<file path="src/rtl/commonlib_muxn_stream_if.sv">
// Bundle of the N:1 stream mux producer-side and consumer-side signals.
// The master modport is the environment and the slave modport is the mux.
interface commonlib_muxn_stream_if #(
  parameter int N = 2,
  parameter int W = 1
);
  localparam int SW = $clog2(N);

  logic [N*W-1:0] in_data;
  logic [N-1:0]   in_valid;
  logic [N-1:0]   in_last;
  logic [N-1:0]   in_ready;
  logic [SW-1:0]  in_sel;
  logic [W-1:0]   out_data;
  logic           out_valid;
  logic           out_last;
  logic [SW-1:0]  out_src;
  logic           out_ready;

  modport master (
    output in_data, in_valid, in_last, in_sel, out_ready,
    input  in_ready, out_data, out_valid, out_last, out_src
  );

  modport slave (
    input  in_data, in_valid, in_last, in_sel, out_ready,
    output in_ready, out_data, out_valid, out_last, out_src
  );
endinterface

</file>
<file path="src/rtl/commonlib_muxn_stream.sv">
// N:1 valid/ready stream mux with one registered output beat, select-driven or
// round-robin grant, and optional packet lock that holds the grant until a last beat.
module commonlib_muxn_stream #(
  parameter int N    = 2,
  parameter int W    = 1,
  parameter int MODE = 0,
  parameter int LOCK = 0
) (
  input  logic                          clk,
  input  logic                          rst_n,
  commonlib_muxn_stream_if.slave        bus
);
  localparam int SW = $clog2(N);

  localparam logic [0:0] ST_IDLE   = 1'b0;
  localparam logic [0:0] ST_LOCKED = 1'b1;

  logic [0:0]    r_state;
  logic [SW-1:0] r_lock_ch;
  logic [SW-1:0] r_ptr;
  logic          r_valid;
  logic [W-1:0]  r_data;
  logic          r_last;
  logic [SW-1:0] r_src;

  logic          w_can_take;
  logic          w_gnt_vld;
  logic [SW-1:0] w_gnt;
  logic [SW-1:0] w_scan;
  logic          w_xfer;
  logic [W-1:0]  w_data;
  logic          w_last;

  assign w_can_take = !r_valid || bus.out_ready;

  always_comb begin
    w_gnt     = '0;
    w_gnt_vld = 1'b0;
    w_scan    = '0;
    if (LOCK != 0 && r_state == ST_LOCKED) begin
      w_gnt     = r_lock_ch;
      w_gnt_vld = 1'b1;
    end else if (MODE == 0) begin
      if (32'(bus.in_sel) < N) begin
        w_gnt     = bus.in_sel;
        w_gnt_vld = 1'b1;
      end
    end else begin
      // Scan from farthest to nearest so the channel right after r_ptr wins.
      for (int k = N; k >= 1; k--) begin
        w_scan = SW'((32'(r_ptr) + 32'(k)) % N);
        if (bus.in_valid[w_scan]) begin
          w_gnt     = w_scan;
          w_gnt_vld = 1'b1;
        end
      end
    end
  end

  always_comb begin
    w_data = '0;
    w_last = 1'b0;
    for (int i = 0; i < N; i++) begin
      if (w_gnt == SW'(i)) begin
        w_data = bus.in_data[i*W +: W];
        w_last = bus.in_last[i];
      end
    end
  end

  for (genvar i = 0; i < N; i++) begin : g_rdy
    assign bus.in_ready[i] = w_can_take && w_gnt_vld && (w_gnt == SW'(i));
  end

  assign w_xfer = w_can_take && w_gnt_vld && bus.in_valid[w_gnt];

  always_ff @(posedge clk) begin
    if (!rst_n) begin
      r_valid   <= 1'b0;
      r_data    <= '0;
      r_last    <= 1'b0;
      r_src     <= '0;
      r_ptr     <= SW'(N - 1);
      r_state   <= ST_IDLE;
      r_lock_ch <= '0;
    end else begin
      if (w_xfer) begin
        r_valid <= 1'b1;
        r_data  <= w_data;
        r_last  <= w_last;
        r_src   <= w_gnt;
        r_ptr   <= w_gnt;
      end else if (r_valid && bus.out_ready) begin
        r_valid <= 1'b0;
      end
      if (LOCK != 0 && w_xfer) begin
        if (r_state == ST_IDLE && !w_last) begin
          r_state   <= ST_LOCKED;
          r_lock_ch <= w_gnt;
        end else if (r_state == ST_LOCKED && w_last) begin
          r_state <= ST_IDLE;
        end
      end
    end
  end

  assign bus.out_valid = r_valid;
  assign bus.out_data  = r_data;
  assign bus.out_last  = r_last;
  assign bus.out_src   = r_src;
endmodule

</file>
<file path="src/flat_wrapper.sv">
// flat-port wrapper written by rule: the top's interface ports become plain ports
module commonlib_muxn_stream_flat 
#(
  parameter int N    = 2,
  parameter int W    = 1,
  parameter int MODE = 0,
  parameter int LOCK = 0
)
  (clk, rst_n, bus_in_data, bus_in_valid, bus_in_last, bus_in_sel, bus_out_ready, bus_in_ready, bus_out_data, bus_out_valid, bus_out_last, bus_out_src);
  commonlib_muxn_stream_if #(.N(N), .W(W)) bus_i ();
  input  logic clk;
  input  logic rst_n;
  input wire logic [$bits(bus_i.in_data)-1:0] bus_in_data;
  input wire logic [$bits(bus_i.in_valid)-1:0] bus_in_valid;
  input wire logic [$bits(bus_i.in_last)-1:0] bus_in_last;
  input wire logic [$bits(bus_i.in_sel)-1:0] bus_in_sel;
  input wire logic [$bits(bus_i.out_ready)-1:0] bus_out_ready;
  output wire logic [$bits(bus_i.in_ready)-1:0] bus_in_ready;
  output wire logic [$bits(bus_i.out_data)-1:0] bus_out_data;
  output wire logic [$bits(bus_i.out_valid)-1:0] bus_out_valid;
  output wire logic [$bits(bus_i.out_last)-1:0] bus_out_last;
  output wire logic [$bits(bus_i.out_src)-1:0] bus_out_src;
  assign bus_i.in_data = bus_in_data;
  assign bus_i.in_valid = bus_in_valid;
  assign bus_i.in_last = bus_in_last;
  assign bus_i.in_sel = bus_in_sel;
  assign bus_i.out_ready = bus_out_ready;
  assign bus_in_ready = bus_i.in_ready;
  assign bus_out_data = bus_i.out_data;
  assign bus_out_valid = bus_i.out_valid;
  assign bus_out_last = bus_i.out_last;
  assign bus_out_src = bus_i.out_src;
  commonlib_muxn_stream #(.N(N), .W(W), .MODE(MODE), .LOCK(LOCK)) u_core (.clk(clk), .rst_n(rst_n), .bus(bus_i));
endmodule
</file>
<file path="config.mk">
export PLATFORM = sky130hd
export DESIGN_NAME = commonlib_muxn_stream_flat
export DESIGN_NICKNAME = d
export VERILOG_FILES = /design/src/rtl/commonlib_muxn_stream_if.sv /design/src/rtl/commonlib_muxn_stream.sv /design/src/flat_wrapper.sv
export SDC_FILE = /design/constraint.sdc
export NUM_CORES = 1
export LEC_CHECK = 0
export CAP_MARGIN = 0
export CELL_PAD_IN_SITES_DETAIL_PLACEMENT = 1
export CELL_PAD_IN_SITES_GLOBAL_PLACEMENT = 1
export CORE_AREA = 4 4 41 43
export CTS_CLUSTER_DIAMETER = 150
export DETAILED_ROUTE_END_ITERATION = 6
export DIE_AREA = 0 0 45 47
export DONT_BUFFER_PORTS = 1
export GPL_TIMING_DRIVEN = 0
export HOLD_SLACK_MARGIN = 0.15
export PLACE_DENSITY_LB_ADDON = 0.1
export SLEW_MARGIN = 20
export SYNTH_ARGS = -nofsm -noshare
export SYNTH_HDL_FRONTEND = slang
export SYNTH_SLANG_ARGS = --single-unit
</file>
<file path="constraint.sdc">
create_clock -name clk -period 1.2 [get_ports clk]
set_clock_uncertainty 0.1 [all_clocks]
set_input_delay 0.24 -clock clk [delete_from_list [all_inputs] [get_ports clk]]
set_output_delay 0.24 -clock clk [all_outputs]
set_load 0.05 [all_outputs]
</file>
# Yosys cells after proc, flatten, opt, wreduce, memory -nomap -nowiden
# Cells that the tools add are included.
# word_totals
reg_bits	4
input_bits	10
# classes
muxes	6
bitwise	1
reduce_logical	7
n_lt_le_gt_ge	1
# op_table
operator	count
$mux W1	6
$logic_and A1 B1 Y1	4
$lt A1 B2 Y1 const B	1
$reduce_bool A2 Y1	1
$logic_not A1 Y1	1
$logic_or A1 B1 Y1	1
$not A1 Y1	1

# Logic depth before layout (Yosys ltp)
# Gate-level depths: netlist of run 1.
# logic_depth
ltp_word	4
mapped_depth	4

# Least setup slack after synthesis of run 1
# OpenSTA, ideal clock, no wires.
# synth_timing
path_type	register to output
from	register u_core.r_valid, in the netlist u_core.bus.out_valid
to	output bus_in_ready[0]
path_stages_with_launch	3
path_buffers	0
arrival_ns	1.344
slack_ns	-0.484
path_cell_list	dfxtp_1 nor2b_1 nor2_1
# synth_via
elab_chain_cells	3
# synth_lines
element	line	source
start, declared	commonlib_muxn_stream.sv:21	logic r_valid;
start signal, assigned	commonlib_muxn_stream.sv:79	r_valid <= 1'b0;
start signal, assigned	commonlib_muxn_stream.sv:88	r_valid <= 1'b1;
start signal, assigned	commonlib_muxn_stream.sv:94	r_valid <= 1'b0;
$logic_not A1 Y1	commonlib_muxn_stream.sv:34	assign w_can_take = !r_valid || bus.out_ready;
$logic_or A1 B1 Y1	commonlib_muxn_stream.sv:34	
$logic_and A1 B1 Y1	commonlib_muxn_stream.sv:72	assign bus.in_ready[i] = w_can_take && w_gnt_vld && (w_gnt == SW'(i));
end, declared	flat_wrapper.sv:18	output wire logic [$bits(bus_i.in_ready)-1:0] bus_in_ready;
# No other way between the ends.

# Worst setup path after layout of run 1
# layout_timing
from	register u_core.r_valid, in the netlist u_core.bus.out_valid
to	output bus_in_ready[1]
# The elaborated chain is that of the path after synthesis.

==> results of run 1 <==
[critical path, cell delays in order, from the launching register on]
cell     delay (ns)
dfxtp_4        0.40
nor2b_4        0.16
nor2_4         0.27
[power by group]
group | switching (µW) | total, µW | internal, µW
clock | 62.2 | 174 | 112
sequential | 46.7 | 193 | 147
combinational | 47.7 | 81.2 | 33.4
[path summary, 6_finish.rpt]
check,from,to,slack [ns],depth (start not counted)
worst max-delay path,u_core.bus.out_valid,bus_in_ready[1],-0.21,2
worst min-delay path,bus_out_ready,u_core.bus.out_valid,0.10,3
worst max register to register,u_core.bus.out_valid,u_core.bus.out_data,0.01,3
worst min register to register,u_core.bus.out_last,u_core.bus.out_last,0.55,2
[state kept, by name (all words and copies together), names as in the netlist]
signal / flops
u_core.bus.out_data: 1
u_core.bus.out_last: 1
u_core.bus.out_src: 1
u_core.bus.out_valid: 1
[per-stage QoR]
stage	setup WS, ns	total power (µW)	hold WS [ns]	cells	area (µm²)
finish	-0.212	449	0.102	44	305
global route	-0.241	472	0.118	44	305
CTS	-0.221	455	0.101	44	305
detailed placement	-0.0320	269	0.260	38	246
global placement	-0.0103	266	0.264	38	246
floorplan	0.0148	256	0.253	23	228
[Yosys cell counts]
| master | n |
|---|---|
| mux2_4 | 1 |
| a21oi_1 | 3 |
| inv_1 | 2 |
| o21ai_0 | 1 |
| dfxtp_1 | 4 |
| buf_4 | 1 |
| a311oi_1 | 3 |
| nor2_1 | 4 |
| nand2b_1 | 1 |
| nor2b_1 | 1 |
| mux2i_1 | 2 |
[layer usage]
| layer | vias to the layer above | track usage | part of all wire | wire length [µm] |
|---|---|---|---|---|
| met5 | - | 0 | 0 | 0 |
| met4 | 0 | 0.0702 | 0.037 | 23 |
| met3 | 4 | 0.0421 | 0.093 | 58 |
| met2 | 11 | 0.0989 | 0.46 | 286 |
| met1 | 99 | 0.0750 | 0.41 | 258 |
| li1 | 95 | - | - | - |
[cells in the final DEF (no fill, tap or decap)]
cell	instances
a21oi_1	3
a311oi_1	3
clkbuf_4	3
dlygate4sd3_1	3
dfxtp_2	3
nor2_4	2
inv_1	2
nor2_1	2
mux2i_1	2
buf_4	1
nor2b_4	1
mux2_4	1
nand2b_1	1
o21ai_0	1
dfxtp_4	1
[repair_timing]
item,in CTS,in global routing
gates resized for setup,4,0
endpoints found under the hold margin,4,1
endpoints found under the setup margin,8,5
[area by class of cell]
class                           instances  area (µm²)
Timing Repair Buffer                    3        30.0
Buffer                                  1        7.51
Clock buffer                            3        22.5
Fill cell                             162         996
Multi-Input combinational cell         16         131
Inverter                                2        7.51
Tap cell                               15        18.8
Sequential cell                         4        87.6
[kinds of logic after synthesis]
group / synth area share
simple gates: 0.135
buf+inv: 0.0736
compound gates: 0.227
flops: 0.393
mux: 0.172
==> summary.txt, run 1 <==
Critical path
  – Setup CP Type: reg -> out
  – Critical Path Sink Type: output pin
  – Critical Path RT: 0.86 ns
  – WP data arrival: 1.07 ns
  – Crit-path max FO: 3
  – Startpoint Class: flop

GRT
  – Initial antenna violation count: 0
  – First-pass GRT wire length: between 1000 and 1500 µm
  – Global route overflow: 0
  – Largest net degree at the start of global routing: 7
  – GR Util All Layers: 0.0719
  – Vias in the first global route: 213

Timing
  – Min Tclk post-route: 1.41 ns
  – Worst rel slew slack: 0.782
  – Max-slew violations: 0
  – Total Neg Setup Slack: -0.422 ns
  – Endpoints failing setup: 2
  – RSZ-0062 raised after global routing: yes
  – Fin. Hold Viols: 0
  – Worst Max-Slew Pin Slew: 0.326 ns
  – Final WS setup: -0.212 ns
  – FMAX: 708 MHz
  – Crit share post-route: 1.18

Synthesis
  – Mapped Area: between 200 and 250 µm²
  – Sequential share of the synthesized area: 0.393
  – Total number of yosys warnings: 0
  – Largest cells by area after synthesis: dfxtp_1 39%, a311oi_1 13%, mux2i_1 9.8%
  – Synthesized instance count: 23
  – Synth cell types: 11
  – Mean Syn Cell Area: 8.87 µm²
  – Mapped Nets: 33
  – Area leader, netlist: dfxtp_1
  – Seq cells post-synth: 4
  – Top cell type's share of synthesized area: 0.393

Die
  – Die W: 45 µm
  – Ports: 16
  – Initial core utilization: 0.157
  – Total core area: 0.00130 mm²
  – Die height: 47 µm
  – Die area: approximately 0.0021 mm²
  – Rows: 13

Clock tree
  – CTS tree: yes
  – Hold-fix buffers, CTS: 3
  – H-tree depth: 1
  – CTS root buf: clkbuf_4
  – Latest clock arrival within the worst-skew pair: 0.24 ns
  – CTS sink count: 4
  – Total CTS buffers: 3
  – Postcts setup bufs: 0
  – Clock buffer depth: 2
  – Worst-path clk slew: approximately 0.04 ns

Pwr
  – Pwr per Cell Area: between 1000 and 1500 mW/mm²
  – Maximum vdd drop: 433 µV
  – Cell leakage power: 0.000122 µW

Routing
  – Number of antenna-violating nets in the routed design: 0
  – Routed WL: 626 µm
  – First drt pass iteration count: 2
  – DRT iter0 DRCs: 6
  – Routed WL per cell: 14.2 µm
  – DR vias: roughly 210
  – Vias per cell: between 4 and 5
  – DRC errors left: 0

Status
  – Failing checks: negative setup slack
  – Status: finished with violations

Place
  – Placer Congestion: 0.635
  – Count of input and output buffers: 0
  – Post-detail-place hpwl: approximately 500 µm

Job
  – MaxCap Viol Count: 0

Min path
  – Min-Delay Path Class: in -> reg

Finish
  – Area growth, synth to finish: 49.7%
  – # diodes: 0
  – Layout cells sized above 1: 0.414
  – Layout Utilization: 0.235
  – Final net count: 41
No activity file was read; power rests on OpenSTA's default activity.
==> run 2, diff against run 1 <==
--- a/config.mk
+++ b/config.mk
@@ -15,6 +15,7 @@
 export DONT_BUFFER_PORTS = 1
 export GPL_TIMING_DRIVEN = 0
 export HOLD_SLACK_MARGIN = 0.15
+export MAX_ROUTING_LAYER = met4
 export PLACE_DENSITY_LB_ADDON = 0.1
 export SLEW_MARGIN = 20
 export SYNTH_ARGS = -nofsm -noshare
==> constraint.sdc (replaced) <==
create_clock -name clk -period 1.55 [get_ports clk]
set_clock_uncertainty 0.1 [all_clocks]
set_input_delay 0.31 -clock clk [delete_from_list [all_inputs] [get_ports clk]]
set_output_delay 0.31 -clock clk [all_outputs]
set_load 0.05 [all_outputs]
==> run 2 against run 1 <==
The run now ends clean; critical path depth unchanged; clock-buffer cell count unchanged; first-iteration DRC count decreased by 83%; sequential share of layout area increased by 0.067 points; register-to-register slack improved by 0.28 ns; total power decreased by 24%; via count decreased by 5.3%; combinational power decreased by 25%; non-clock buffer count decreased by 1; sequential power decreased by 23%; worst hold slack improved by 0.072 ns; critical endpoint unchanged; largest cell class unchanged.
==> summary.txt, run 2 (same netlist as run 1, synthesis figures left out) <==
Clock tree
  – CTS tree: yes
  – Postcts setup bufs: 0 (unchanged)
  – H-tree depth: 1 (unchanged)
  – Total CTS buffers: 3 (unchanged)
  – CTS sink count: 4 (unchanged)
  – Clock buffer depth: 2 (unchanged)
  – Latest clock arrival within the worst-skew pair: 0.24 ns (about the same)
  – Worst-path clk slew: 0.04 ns (about the same)
  – CTS root buf: clkbuf_4

Die
  – Die area: 0.00212 mm² (unchanged)
  – Initial core utilization: 0.157 (unchanged)
  – Ports: 16 (unchanged)
  – Rows: 13 (unchanged)
  – Die height: 47 µm (unchanged)
  – Total core area: 0.00130 mm² (unchanged)
  – Die W: 45 µm (unchanged)

Min path
  – Hold_sp: bus_out_ready
  – Hold-critical path depth: 3 (unchanged)
  – Worst hold endpoint: u_core.bus.out_valid
  – Min-Delay Path Class: in -> reg

Status
  – Status: finished clean

Critical path
  – R2R depth: 2 (-1)
  – Cells along the critical path: nor2b_4, nor2_4
  – Critical Path RT: 1.14 ns (+0.28 ns)
  – FF-to-FF Start: u_core.bus.out_src
  – WP data arrival: 1.07 ns (about the same)
  – Setup CP Type: reg -> out
  – Critical path launch point: u_core.bus.out_valid
  – Worst R2R End: u_core.bus.out_src
  – Max stage delay on crit path: 0.40 ns (about the same)
  – CP max stage cell: dfxtp_4
  – Startpoint Class: flop
  – Crit-path max FO: 3 (unchanged)
  – Critical Path Sink Type: output pin
  – Register-to-register setup slack: 0.29 ns (+0.28 ns)

Place
  – Count of input and output buffers: 0 (unchanged)
  – Post-detail-place hpwl: 480 µm (-1.1%)
  – Placer Congestion: 0.637 (+0.35%)
  – Dpl ws: -0.258 ns (-0.226 ns)

Routing
  – Number of antenna-violating nets in the routed design: 0 (unchanged)
  – DR vias: 198 (-5.3%)
  – Vias per cell: 4.60 (-3.1%)
  – DRT iter0 DRCs: 1 (-5)
  – First drt pass iteration count: 2 (unchanged)
  – Routed WL: 660 µm (+5.4%)
  – Routed WL per cell: 15.3 µm (+7.9%)
  – DRC errors left: 0 (unchanged)

Pwr
  – Cell leakage power: 0.000117 µW (-4.2%)
  – Maximum vdd drop: 403 µV (-6.8%)
  – Pwr per Cell Area: 1170 mW/mm² (-21%)

Timing
  – Worst rel slew slack: 0.640 (-0.142)
  – Endpoints failing setup: 0 (-2)
  – FMAX: approximately 680 MHz
  – Total Neg Setup Slack: 0 ns (+0.422 ns)
  – RSZ-0062 raised after global routing: no
  – Final WS setup: 0.0712 ns (+0.283 ns)
  – Crit share post-route: 0.954
  – Worst Max-Slew Pin Slew: 0.539 ns (+0.213 ns)
  – Min Tclk post-route: 1.48 ns
  – Max-slew violations: 0 (unchanged)
  – Fin. Hold Viols: 0 (unchanged)

Job
  – MaxCap Viol Count: 0 (unchanged)

GRT
  – Largest net degree at the start of global routing: 7 (unchanged)
  – GR Util All Layers: 0.0842 (+0.0123)
  – First-pass GRT wire length: 1150 µm (+12%)
  – Global route overflow: 0 (unchanged)
  – Initial antenna violation count: 0 (unchanged)
  – Vias in the first global route: 252 (+18%)

Finish
  – Final net count: 40 (-2.4%)
  – Highest-count cells in the layout ignoring fill and taps: 3 x a21oi_1, 3 x a311oi_1, 3 x clkbuf_4, 3 x dfxtp_1
  – Area growth, synth to finish: 42.9%
  – Layout cells sized above 1: 0.321 (-0.0924)
  – # diodes: 0 (unchanged)
## run 2: through the flow
stage	util	std cells	total power, µW	hold WS, ns	area, µm²
2_1_floorplan	-	23	191	0.323	204
3_5_place_dp	0.171	38	200	0.337	223
3_3_place_gp	0.171	38	199	0.331	223
4_1_cts	0.222	43	350	0.173	289
5_1_grt	0.224	43	366	0.212	292
6_report	0.224	43	341	0.175	292
## run 2: cell type report
type,count,area [µm²]
flip-flops and latches,4,83.8
well taps,15,18.8
inverters,2,7.51
multi-input cells,16,131
fillers,163,1010
repair buffers,2,20.0
clock buffers,3,22.5
plain buffers,1,7.51
## run 2: report_power, final
group | internal, µW | switching [µW]
registers | 112 | 36.2
logic | 24.2 | 36.3
clock network | 86.8 | 45.2
## run 2: worst max-delay path by stage
stage	endpoint	slack, ns	cells after the start
after floorplan	bus_in_ready[0]	-0.20	2
after global placement	bus_in_ready[0]	-0.26	2
after detailed placement	bus_in_ready[1]	-0.26	2
after CTS	bus_in_ready[1]	0.004	2
after global routing	bus_in_ready[1]	0.04	2
final	bus_in_ready[1]	0.07	2
## run 2: worst max-delay path: cells and delay by family (launching register included)
family,cells,cell delay (ns)
simple gates,2,0.43
flops,1,0.40
## run 2: timing repair
item | in CTS | in global routing
hold endpoints to repair | 2 | 0
setup endpoints to repair | 2 | 2
pin swaps | 0 | 0
hold buffers | 2 | 0
gates resized for setup | 7 | 1
## run 2: per-layer routing
metal	wire length (µm)	GRT usage
met5	0	-
met4	6	0.0175
met3	76	0.0728
met2	335	0.130
met1	241	0.0801
==> run 3, diff against run 2 <==
--- a/config.mk
+++ b/config.mk
@@ -15,7 +15,6 @@
 export DONT_BUFFER_PORTS = 1
 export GPL_TIMING_DRIVEN = 0
 export HOLD_SLACK_MARGIN = 0.15
-export MAX_ROUTING_LAYER = met4
 export PLACE_DENSITY_LB_ADDON = 0.1
 export SLEW_MARGIN = 20
 export SYNTH_ARGS = -nofsm -noshare
==> run 3 against run 2 <==
Die area did not move; register-to-register slack about the same; worst hold slack worse by 0.00065 ns; largest power group unchanged.
==> summary.txt, run 3 (same netlist as run 1, synthesis figures left out) <==
Status
  – Status: finished clean

Min path
  – Min-Delay Path Class: in -> reg
  – Hold_sp: bus_out_ready

Place
  – Post-Place Cell Area: 223 µm² (unchanged)
  – Placer Congestion: 0.632 (-0.80%)
  – Post-detail-place hpwl: 480 µm (unchanged)
  – Dpl ws: -0.258 ns (unchanged)
  – Placed insts: 38 (unchanged)
  – Count of input and output buffers: 0 (unchanged)

Timing
  – FMAX: 676 MHz (about the same)
  – Fin. Hold Viols: 0 (unchanged)
  – Final WS setup: 0.0705 ns (-0.000654 ns)
  – Min Tclk post-route: 1.48 ns (+0.000654 ns)
  – RSZ-0062 raised after global routing: no
  – Max-slew violations: 0 (unchanged)
  – Worst rel slew slack: 0.640 (unchanged)
  – Endpoints failing setup: 0 (unchanged)
  – Worst Max-Slew Pin Slew: 0.539 ns (unchanged)
  – Crit share post-route: 0.954 (about the same)

GRT
  – Largest net degree at the start of global routing: 7 (unchanged)
  – First-pass GRT wire length: 1150 µm (unchanged)
  – Global route overflow: 0 (unchanged)
  – Vias in the first global route: 253 (+0.40%)
  – GR Util All Layers: 0.0816 (-0.00267)
  – Initial antenna violation count: 0 (unchanged)

Critical path
  – CP max stage cell: dfxtp_4
  – Startpoint Class: flop
  – FF-to-FF Start: u_core.bus.out_src
  – Critical path launch point: u_core.bus.out_valid
  – WP data arrival: 1.07 ns (about the same)
  – Setup CP Type: reg -> out
  – Critical Path Sink Type: output pin
  – Max stage delay on crit path: 0.40 ns (about the same)
  – Cells along the critical path: nor2b_4, nor2_4
  – Critical Path RT: 1.14 ns (about the same)
  – Crit-path max FO: 3 (unchanged)

Clock tree
  – CTS sink count: 4 (unchanged)
  – CTS root buf: clkbuf_4
  – Latest clock arrival within the worst-skew pair: 0.24 ns (about the same)
  – H-tree depth: 1 (unchanged)
  – Total CTS buffers: 3 (unchanged)
  – Clock buffer depth: 2 (unchanged)
  – Worst-path clk slew: 0.04 ns (about the same)
  – CTS tree: yes

Routing
  – Routed WL: 661 µm (+0.15%)
  – Routed WL per cell: 15.4 µm (+0.15%)
  – First drt pass iteration count: 2 (unchanged)
  – DRT iter0 DRCs: 3 (+2)
  – DRC errors left: 0 (unchanged)
  – Vias per cell: 4.60 (unchanged)
  – DR vias: 198 (unchanged)
  – Number of antenna-violating nets in the routed design: 0 (unchanged)

Die
  – Initial core utilization: 0.157 (unchanged)
  – Die W: 45 µm (unchanged)
  – Die area: 0.00212 mm² (unchanged)
  – Ports: 16 (unchanged)
  – Rows: 13 (unchanged)
  – Total core area: 0.00130 mm² (unchanged)
  – Die height: 47 µm (unchanged)

Finish
  – Non-Filler Instances: 43 (unchanged)
  – Area growth, synth to finish: 42.9% (unchanged)
  – Final net count: 40 (unchanged)
  – Finished Cell Area: 292 µm² (unchanged)
  – Highest-count cells in the layout ignoring fill and taps: 3 x a21oi_1, 3 x a311oi_1, 3 x clkbuf_4, 3 x dfxtp_1
  – # diodes: 0 (unchanged)
  – Layout cells sized above 1: 0.321 (unchanged)
  – Fill cells: 163 (unchanged)

Job
  – MaxCap Viol Count: 0 (unchanged)

Pwr
  – Maximum vdd drop: 404 µV (+0.17%)
  – Pwr per Cell Area: 1170 mW/mm² (about the same)
  – Cell leakage power: 0.000117 µW (unchanged)
-- run 3: cell counts in the layout (fill, tap and decap cells not counted) --
No cell type changed its count.
-- run 3: path summary, 6_finish.rpt --
kind / slack (ns) / depth (start not counted) / endpoint
max: 0.07 / 2 / bus_in_ready[1]
min: 0.17 / 3 / u_core.bus.out_valid
max reg2reg: 0.29 / 2 / u_core.bus.out_src
min reg2reg: 0.63 / 3 / u_core.bus.out_valid
-- run 3: stage by stage --
step	hold slack (ns)	util	power, µW	setup TNS [ns]
2_1_floorplan	0.323	-	191	-0.409
3_3_place_gp	0.331	0.171	199	-0.514
3_5_place_dp	0.337	0.171	200	-0.511
4_1_cts	0.173	0.222	350	0
5_1_grt	0.212	0.224	366	0
6_report	0.174	0.224	341	0
-- run 3: critical path, delay by kind of cell (launching register included) --
kind,cells,cell delay [ns]
simple gates,2,0.43
flops,1,0.40
-- run 3: repair_timing --
item / CTS / global route
endpoints found under the hold margin: 2 / 0
pin swaps: 0 / 0
buffers inserted: 0 / 0
cloned: 0 / 0
endpoints found under the setup margin: 2 / 2
hold buffers: 2 / 0
resized for setup: 7 / 1
-- run 3: layout make-up --
class | instances | area (µm²) | area share
Multi-Input combinational cell | 16 | 131 | 0.451
Sequential cell | 4 | 83.8 | 0.288
Clock buffer | 3 | 22.5 | 0.0773
Timing Repair Buffer | 2 | 20.0 | 0.0687
Tap cell | 15 | 18.8 | 0.0644
Buffer | 1 | 7.51 | 0.0258
Inverter | 2 | 7.51 | 0.0258
-- run 3: per-layer routing --
layer,GRT usage,share of wire,up-vias
met3,0.0766,0.15,0
met2,0.130,0.51,14
met5,0,0,-
met4,0.0175,0,0
met1,0.0778,0.34,90
li1,-,-,94
-- run 3: where the power goes --
group          switching, µW  internal (µW)  leakage [µW]  total [µW]
Combinational           36.3           24.2     0.0000694        60.5
Clock                   45.5           86.8     0.0000138         132
Sequential              36.2            112     0.0000337         148
Total                    118            223      0.000117         341
